<file path="config.mk">
export PLATFORM = sky130hd
export DESIGN_NAME = cache_2way_ctrl_flat
export DESIGN_NICKNAME = d
export VERILOG_FILES = /design/src/rtl/cache_pkg.sv /design/src/rtl/cache_2way_ctrl_if.sv /design/src/rtl/cache_way_array.sv /design/src/rtl/cache_2way_ctrl.sv /design/src/flat_wrapper.sv
export SDC_FILE = /design/constraint.sdc
export NUM_CORES = 1
export LEC_CHECK = 0
export BUFFER_PORTS_ARGS = -buffer_cell sky130_fd_sc_hd__buf_2
export CAP_MARGIN = 5
export CORE_UTILIZATION = 45
export DETAILED_ROUTE_END_ITERATION = 16
export SKIP_CTS_REPAIR_TIMING = 1
export SYNTH_ARGS = -nofsm -noshare
export SYNTH_HDL_FRONTEND = slang
export SYNTH_SLANG_ARGS = --single-unit
</file>
<file path="constraint.sdc">
create_clock -name clk -period 7 [get_ports clk]
set_clock_uncertainty 0.15 [all_clocks]
set_input_delay 1.4 -clock clk [delete_from_list [all_inputs] [get_ports clk]]
set_output_delay 1.4 -clock clk [all_outputs]
set_load 0.01 [all_outputs]
</file>
<file path="src/rtl/cache_pkg.sv">
// Shared geometry, FSM encoding and address-split helpers for the 2-way cache controller.
package cache_pkg;

  localparam int ADDR_W   = 8;
  localparam int DATA_W   = 8;
  localparam int IDX_W    = 3;
  localparam int TAG_W    = 5;
  localparam int NUM_SETS = 8;

  typedef enum logic [1:0] {
    S_IDLE,
    S_LOOKUP,
    S_MEM_RD,
    S_MEM_WR
  } state_e;

  function automatic logic [IDX_W-1:0] addr_idx(input logic [ADDR_W-1:0] addr);
    return addr[IDX_W-1:0];
  endfunction

  function automatic logic [TAG_W-1:0] addr_tag(input logic [ADDR_W-1:0] addr);
    return addr[ADDR_W-1:IDX_W];
  endfunction

endpackage

</file>
<file path="src/rtl/cache_2way_ctrl_if.sv">
// CPU-side request/response channel: the CPU is master, the cache controller is slave.
interface cache_2way_ctrl_if;

  logic                        req_valid;
  logic                        req_ready;
  logic                        req_we;
  logic [cache_pkg::ADDR_W-1:0] req_addr;
  logic [cache_pkg::DATA_W-1:0] req_wdata;
  logic                        resp_valid;
  logic [cache_pkg::DATA_W-1:0] resp_rdata;
  logic                        resp_hit;

  modport master (
    output req_valid, req_we, req_addr, req_wdata,
    input  req_ready, resp_valid, resp_rdata, resp_hit
  );

  modport slave (
    input  req_valid, req_we, req_addr, req_wdata,
    output req_ready, resp_valid, resp_rdata, resp_hit
  );

endinterface

</file>
<file path="src/rtl/cache_way_array.sv">
// One cache way: per-set valid/tag/data storage with a combinational tag compare.
module cache_way_array
  import cache_pkg::*;
(
  input  logic              clk,
  input  logic              rst,
  input  logic [IDX_W-1:0]  idx_i,
  input  logic [TAG_W-1:0]  tag_i,
  input  logic              fill_i,
  input  logic              upd_i,
  input  logic [DATA_W-1:0] wdata_i,
  output logic              valid_o,
  output logic              hit_o,
  output logic [DATA_W-1:0] rdata_o
);

  logic [NUM_SETS-1:0] valid_q;
  logic [TAG_W-1:0]    tag_q  [NUM_SETS];
  logic [DATA_W-1:0]   data_q [NUM_SETS];

  always_ff @(posedge clk or posedge rst) begin
    if (rst) begin
      valid_q <= '0;
    end else if (fill_i) begin
      valid_q[idx_i] <= 1'b1;
    end
  end

  // Tag/data are only meaningful behind a set valid bit, so they carry no reset.
  always_ff @(posedge clk) begin
    if (fill_i) begin
      tag_q[idx_i]  <= tag_i;
      data_q[idx_i] <= wdata_i;
    end else if (upd_i) begin
      data_q[idx_i] <= wdata_i;
    end
  end

  assign valid_o = valid_q[idx_i];
  assign hit_o   = valid_q[idx_i] && (tag_q[idx_i] == tag_i);
  assign rdata_o = data_q[idx_i];

endmodule

</file>
<file path="src/rtl/cache_2way_ctrl.sv">
// Two-way set-associative write-through, read-allocate cache controller with LRU and hit/miss stats.
module cache_2way_ctrl
  import cache_pkg::*;
(
  input  logic              clk,
  input  logic              rst,
  cache_2way_ctrl_if.slave  cpu,
  output logic              mem_w_en,
  output logic              mem_r_en,
  output logic [ADDR_W-1:0] mem_addr,
  output logic [DATA_W-1:0] mem_wdata,
  input  logic [DATA_W-1:0] mem_rdata,
  output logic [7:0]        hit_cnt,
  output logic [7:0]        miss_cnt
);

  function automatic logic [7:0] sat_inc(input logic [7:0] v);
    return (v == 8'hFF) ? v : v + 8'd1;
  endfunction

  state_e              state_q;
  logic [ADDR_W-1:0]   addr_q;
  logic                we_q;
  logic [DATA_W-1:0]   wdata_q;
  logic                hit_q;
  logic [NUM_SETS-1:0] lru_q;
  logic                resp_valid_q, resp_hit_q;
  logic [DATA_W-1:0]   resp_rdata_q;
  logic [7:0]          hit_cnt_q, miss_cnt_q;

  logic [IDX_W-1:0]    idx;
  logic [TAG_W-1:0]    tag;
  logic [1:0]          valid_w, hit_w, fill_w, upd_w;
  logic [DATA_W-1:0]   rdata_w0, rdata_w1, way_wdata, hit_data;
  logic                hit_any, hit_way, victim, in_rd, in_wr;

  assign idx       = addr_idx(addr_q);
  assign tag       = addr_tag(addr_q);
  assign in_rd     = (state_q == S_MEM_RD);
  assign in_wr     = (state_q == S_MEM_WR);
  assign hit_any   = |hit_w;
  assign hit_way   = hit_w[1];
  assign hit_data  = hit_way ? rdata_w1 : rdata_w0;
  assign victim    = !valid_w[0] ? 1'b0 : (!valid_w[1] ? 1'b1 : lru_q[idx]);
  assign fill_w    = {in_rd && victim, in_rd && !victim};
  assign upd_w     = (state_q == S_LOOKUP && we_q) ? hit_w : 2'b00;
  assign way_wdata = in_rd ? mem_rdata : wdata_q;

  cache_way_array u_way0 (
    .clk(clk), .rst(rst), .idx_i(idx), .tag_i(tag),
    .fill_i(fill_w[0]), .upd_i(upd_w[0]), .wdata_i(way_wdata),
    .valid_o(valid_w[0]), .hit_o(hit_w[0]), .rdata_o(rdata_w0)
  );

  cache_way_array u_way1 (
    .clk(clk), .rst(rst), .idx_i(idx), .tag_i(tag),
    .fill_i(fill_w[1]), .upd_i(upd_w[1]), .wdata_i(way_wdata),
    .valid_o(valid_w[1]), .hit_o(hit_w[1]), .rdata_o(rdata_w1)
  );

  // Request fields only matter while busy, so they are latched without reset.
  always_ff @(posedge clk) begin
    if (state_q == S_IDLE && cpu.req_valid) begin
      addr_q  <= cpu.req_addr;
      we_q    <= cpu.req_we;
      wdata_q <= cpu.req_wdata;
    end
  end

  always_ff @(posedge clk or posedge rst) begin
    if (rst) begin
      state_q      <= S_IDLE;
      hit_q        <= 1'b0;
      lru_q        <= '0;
      resp_valid_q <= 1'b0;
      resp_hit_q   <= 1'b0;
      resp_rdata_q <= '0;
      hit_cnt_q    <= '0;
      miss_cnt_q   <= '0;
    end else begin
      resp_valid_q <= 1'b0;
      if (resp_valid_q) begin
        if (resp_hit_q) hit_cnt_q  <= sat_inc(hit_cnt_q);
        else            miss_cnt_q <= sat_inc(miss_cnt_q);
      end
      case (state_q)
        S_IDLE: begin
          if (cpu.req_valid) state_q <= S_LOOKUP;
        end
        S_LOOKUP: begin
          hit_q <= hit_any;
          if (hit_any) lru_q[idx] <= ~hit_way;
          if (we_q) begin
            state_q <= S_MEM_WR;
          end else if (hit_any) begin
            resp_valid_q <= 1'b1;
            resp_hit_q   <= 1'b1;
            resp_rdata_q <= hit_data;
            state_q      <= S_IDLE;
          end else begin
            state_q <= S_MEM_RD;
          end
        end
        S_MEM_RD: begin
          lru_q[idx]   <= ~victim;
          resp_valid_q <= 1'b1;
          resp_hit_q   <= 1'b0;
          resp_rdata_q <= mem_rdata;
          state_q      <= S_IDLE;
        end
        default: begin
          resp_valid_q <= 1'b1;
          resp_hit_q   <= hit_q;
          resp_rdata_q <= '0;
          state_q      <= S_IDLE;
        end
      endcase
    end
  end

  assign cpu.req_ready  = (state_q == S_IDLE);
  assign cpu.resp_valid = resp_valid_q;
  assign cpu.resp_hit   = resp_hit_q;
  assign cpu.resp_rdata = resp_rdata_q;
  assign mem_r_en       = in_rd;
  assign mem_w_en       = in_wr;
  assign mem_addr       = (in_rd || in_wr) ? addr_q : '0;
  assign mem_wdata      = in_wr ? wdata_q : '0;
  assign hit_cnt        = hit_cnt_q;
  assign miss_cnt       = miss_cnt_q;

endmodule

</file>
<file path="src/flat_wrapper.sv">
// flat-port wrapper written by rule: the top's interface ports become plain ports
module cache_2way_ctrl_flat import cache_pkg::*;
  (clk, rst, mem_w_en, mem_r_en, mem_addr, mem_wdata, mem_rdata, hit_cnt, miss_cnt, cpu_req_valid, cpu_req_we, cpu_req_addr, cpu_req_wdata, cpu_req_ready, cpu_resp_valid, cpu_resp_rdata, cpu_resp_hit);
  cache_2way_ctrl_if cpu_i ();
  input  logic clk;
  input  logic rst;
  output logic mem_w_en;
  output logic mem_r_en;
  output logic [ADDR_W-1:0] mem_addr;
  output logic [DATA_W-1:0] mem_wdata;
  input  logic [DATA_W-1:0] mem_rdata;
  output logic [7:0] hit_cnt;
  output logic [7:0] miss_cnt;
  input wire logic [$bits(cpu_i.req_valid)-1:0] cpu_req_valid;
  input wire logic [$bits(cpu_i.req_we)-1:0] cpu_req_we;
  input wire logic [$bits(cpu_i.req_addr)-1:0] cpu_req_addr;
  input wire logic [$bits(cpu_i.req_wdata)-1:0] cpu_req_wdata;
  output wire logic [$bits(cpu_i.req_ready)-1:0] cpu_req_ready;
  output wire logic [$bits(cpu_i.resp_valid)-1:0] cpu_resp_valid;
  output wire logic [$bits(cpu_i.resp_rdata)-1:0] cpu_resp_rdata;
  output wire logic [$bits(cpu_i.resp_hit)-1:0] cpu_resp_hit;
  assign cpu_i.req_valid = cpu_req_valid;
  assign cpu_i.req_we = cpu_req_we;
  assign cpu_i.req_addr = cpu_req_addr;
  assign cpu_i.req_wdata = cpu_req_wdata;
  assign cpu_req_ready = cpu_i.req_ready;
  assign cpu_resp_valid = cpu_i.resp_valid;
  assign cpu_resp_rdata = cpu_i.resp_rdata;
  assign cpu_resp_hit = cpu_i.resp_hit;
  cache_2way_ctrl u_core (.clk(clk), .rst(rst), .cpu(cpu_i), .mem_w_en(mem_w_en), .mem_r_en(mem_r_en), .mem_addr(mem_addr), .mem_wdata(mem_wdata), .mem_rdata(mem_rdata), .hit_cnt(hit_cnt), .miss_cnt(miss_cnt));
endmodule
</file>
==> results.yml <==
route:
  ant_nets: 0
  wire_per_inst_um: 23.3
  initialDrtViolationCount: 525
  drt-pass1-iter-count: 5
  route.detailed.drc: 0
  vias: 6199
  avgViaCountPerCell: 5.63
  routed_wl_mm: 25.7
power:
  powerDensity_nw_per_um2: 389
  p_total_mw: 5.13
  p_leak_nw: 4.76
  ir_worst_vdd_uv: 224
yosys:
  synth_fp_nets: 706
  syn_inst: 672
  yosys.area.top_type: "edfxtp_1"
  async_flop_share: 0.189
  synth-seq-cells: 281
  synthTopCellsByCount: "edfxtp_1 (225), mux2i_1 (54), dfrtp_1 (53)"
  synth-edff-count: 225
  yosysMostFrequentCell: "edfxtp_1"
  ys_types: 55
  syn-cell-area_um2: 11600
  syn_area_per_cell_um2: 17.3
  synth_top_cells_by_area: "edfxtp_1 (58%), dfrtp_1 (11%), mux4_2 (7.6%)"
  synth-seq-area-share: 0.701
  yosysWarnings: 0
  synth_ff_type: "edfxtp_1"
  yosysTopAreaCellShare: 0.582
placement:
  place_ws_ns: 2.87
  dp_hpwl_mm: 17.0
  placed_cell_area_um2: 12200
  io_buffers: 72
  place_congestion: 0.850
clock_network:
  ctsHtreeMaxLevel: 1
  cts_buffer_depth: 3
  numClockSinks: 281
  worstSkewPairLatency_ns: 0.56
  cts_buffers: 29
  clk_pin_slew_ns: 0.06
  cts-root-buf: "clkbuf_16"
  cts_tree: "built"
status:
  status: "complete, no violations"
floorplan:
  die-height_um: 163
  rows: 58
  ios: 73
  start_util: 0.460
  dieWidth_um: 163
  dieArea_um2: 26500
  core-area_um2: 25300
worst_hold_path:
  hp-class: "flop to flop"
sta:
  worst_slew_pin_slew_ns: 1.15
  final.period_utilization: 0.593
  rsz0062_at_grt: "false"
  worst_slack_ns: 2.85
  relSlewSlack: 0.235
  setup_violations: 0
  fin_tns_setup_ns: 0
  period_needed_ns: 4.15
  timing.final.max_slew_violations: 0
  hold_violations: 0
  clock.fmax_ghz: 0.241
grt:
  antenna_found_initial: 0
  grt_max_degree: 54
  grt_pass1_wl_mm: 39.2
  grt_use_total: 0.199
  first_global_vias: 6316
  grt_overflow_total: 0
setup_path:
  endpoint_kind: "flop"
  worst-path-max-fanout: 48
  criticalPathCategory: "flop to flop"
  critical_path_required_ns: 7.03
  worstSetupStartpointType: "flop"
  arrival_ns: 4.18
finish:
  seqCellArea_um2: 8150
  area_growth_pct: 13.6
  nFillCells: 2039
  multi_input_area_um2: 3250
  diodes: 0
  fin_nets: 782
  drive_above_1_share: 0.311
  stdcell_area_um2: 13200
flow_run:
  cap_violations: 0
stage by stage:
stage,utilization,instances,hold slack (ns)
finish,0.522,1101,0.312
global route,0.522,1101,0.328
floorplan,-,672,0.284
global placement,0.484,1047,0.296
detailed placement,0.484,1047,0.301
CTS,0.522,1101,0.316
state kept, by name, summed over array words and instances (netlist names), named ones only:
| signal | flops |
|---|---|
| u_core.u_way0.tag_q | 40 |
| u_core.u_way1.data_q | 64 |
| u_core.state_q | 2 |
| u_core.u_way1.tag_q | 40 |
| u_core.we_q | 1 |
| u_core.u_way0.valid_q | 8 |
| u_core.cpu.resp_hit | 1 |
| u_core.addr_q | 8 |
| u_core.hit_q | 1 |
| u_core.cpu.resp_rdata | 8 |
| u_core.lru_q | 8 |
| u_core.wdata_q | 8 |
| u_core.u_way1.valid_q | 8 |
| u_core.miss_cnt | 8 |
| u_core.hit_cnt | 8 |
| u_core.cpu.resp_valid | 1 |
| u_core.u_way0.data_q | 64 |
critical path: stages (launching register included):
cell     delay [ns]
dfxtp_2        0.31
buf_4          0.56
nor2b_1        0.50
a22o_1         0.23
or3_1          0.10
nand4_1        0.15
nor4_4         0.33
buf_4          0.38
a32oi_1        0.36
nor2_1         0.67
final cells by class:
class                   instances  share of cell area
repair buffers                 77              0.0302
multi-input cells             353               0.247
clock buffers                  35              0.0605
inverters                       6             0.00171
well taps                     330              0.0313
flip-flops and latches        281               0.617
clock inverters                19              0.0122
final timing paths:
check / slack (ns) / depth (start not counted) / end / from
worst max register to register: 2.85 / 9 / u_core.u_way1.data_q[5][5] / flop
worst min-delay path: 0.31 / 1 / u_core.u_way1.valid_q[1] / u_core.u_way1.valid_q[1]
worst max-delay path: 2.85 / 9 / u_core.u_way1.data_q[5][5] / flop
worst min register to register: 0.31 / 1 / u_core.u_way1.valid_q[1] / u_core.u_way1.valid_q[1]
min in group asynchronous: 0.99 / 2 / u_core.hit_cnt[6] / rst
max in group asynchronous: 5.00 / 2 / u_core.u_way1.valid_q[6] / rst
cells in the final DEF, fill, tap and decap left out, types with 3 or more instances in the layout:
cell and n:
and2_1 11, buf_2 72, xor2_1 11, o21ai_2 7, and3_1 12, xnor2_1 10, nand3b_1 5, dfrtp_1 53
o22ai_1 6, mux4_2 39, o21ai_0 22, o21ai_1 3, or3_1 4, clkinv_2 6, inv_1 5, nand3_1 5
ha_1 6, a21oi_1 3, clkinvlp_4 8, buf_4 5, a22o_1 3, nor2_1 41, or2_2 17, mux2_2 33
nand4_1 5, edfxtp_1 225, clkbuf_8 5, nand2b_1 4, mux2i_1 54, nor2b_1 8, clkbuf_16 29, nand2_1 16
logic make-up (layout without fill, tap and decap cells):
group,after synthesis,after routing,share of synthesized area
buffers and inverters,38,137,0.0190
adders and majority gates,6,6,0.00646
DFF,281,281,0.701
AOI/OAI and AO/OA,56,56,0.0335
and+or+nand+nor,140,140,0.0657
xor gates and xnor gates,21,21,0.0158
muxes,130,130,0.159
power breakdown:
group	leakage, nW	total (mW)	internal, mW	switching [mW]
combinational	1.59	1.31	0.550	0.755
sequential	2.72	2.31	2.12	0.189
clock	0.453	1.52	0.858	0.661
metal layers:
layer  global-route usage  routed length (um)
met5                    0                   0
met2                0.309               11900
met1                0.292               11700
met4               0.0548                 594
met3               0.0308                1480
Note: power is estimated with default switching activity, not from simulation.
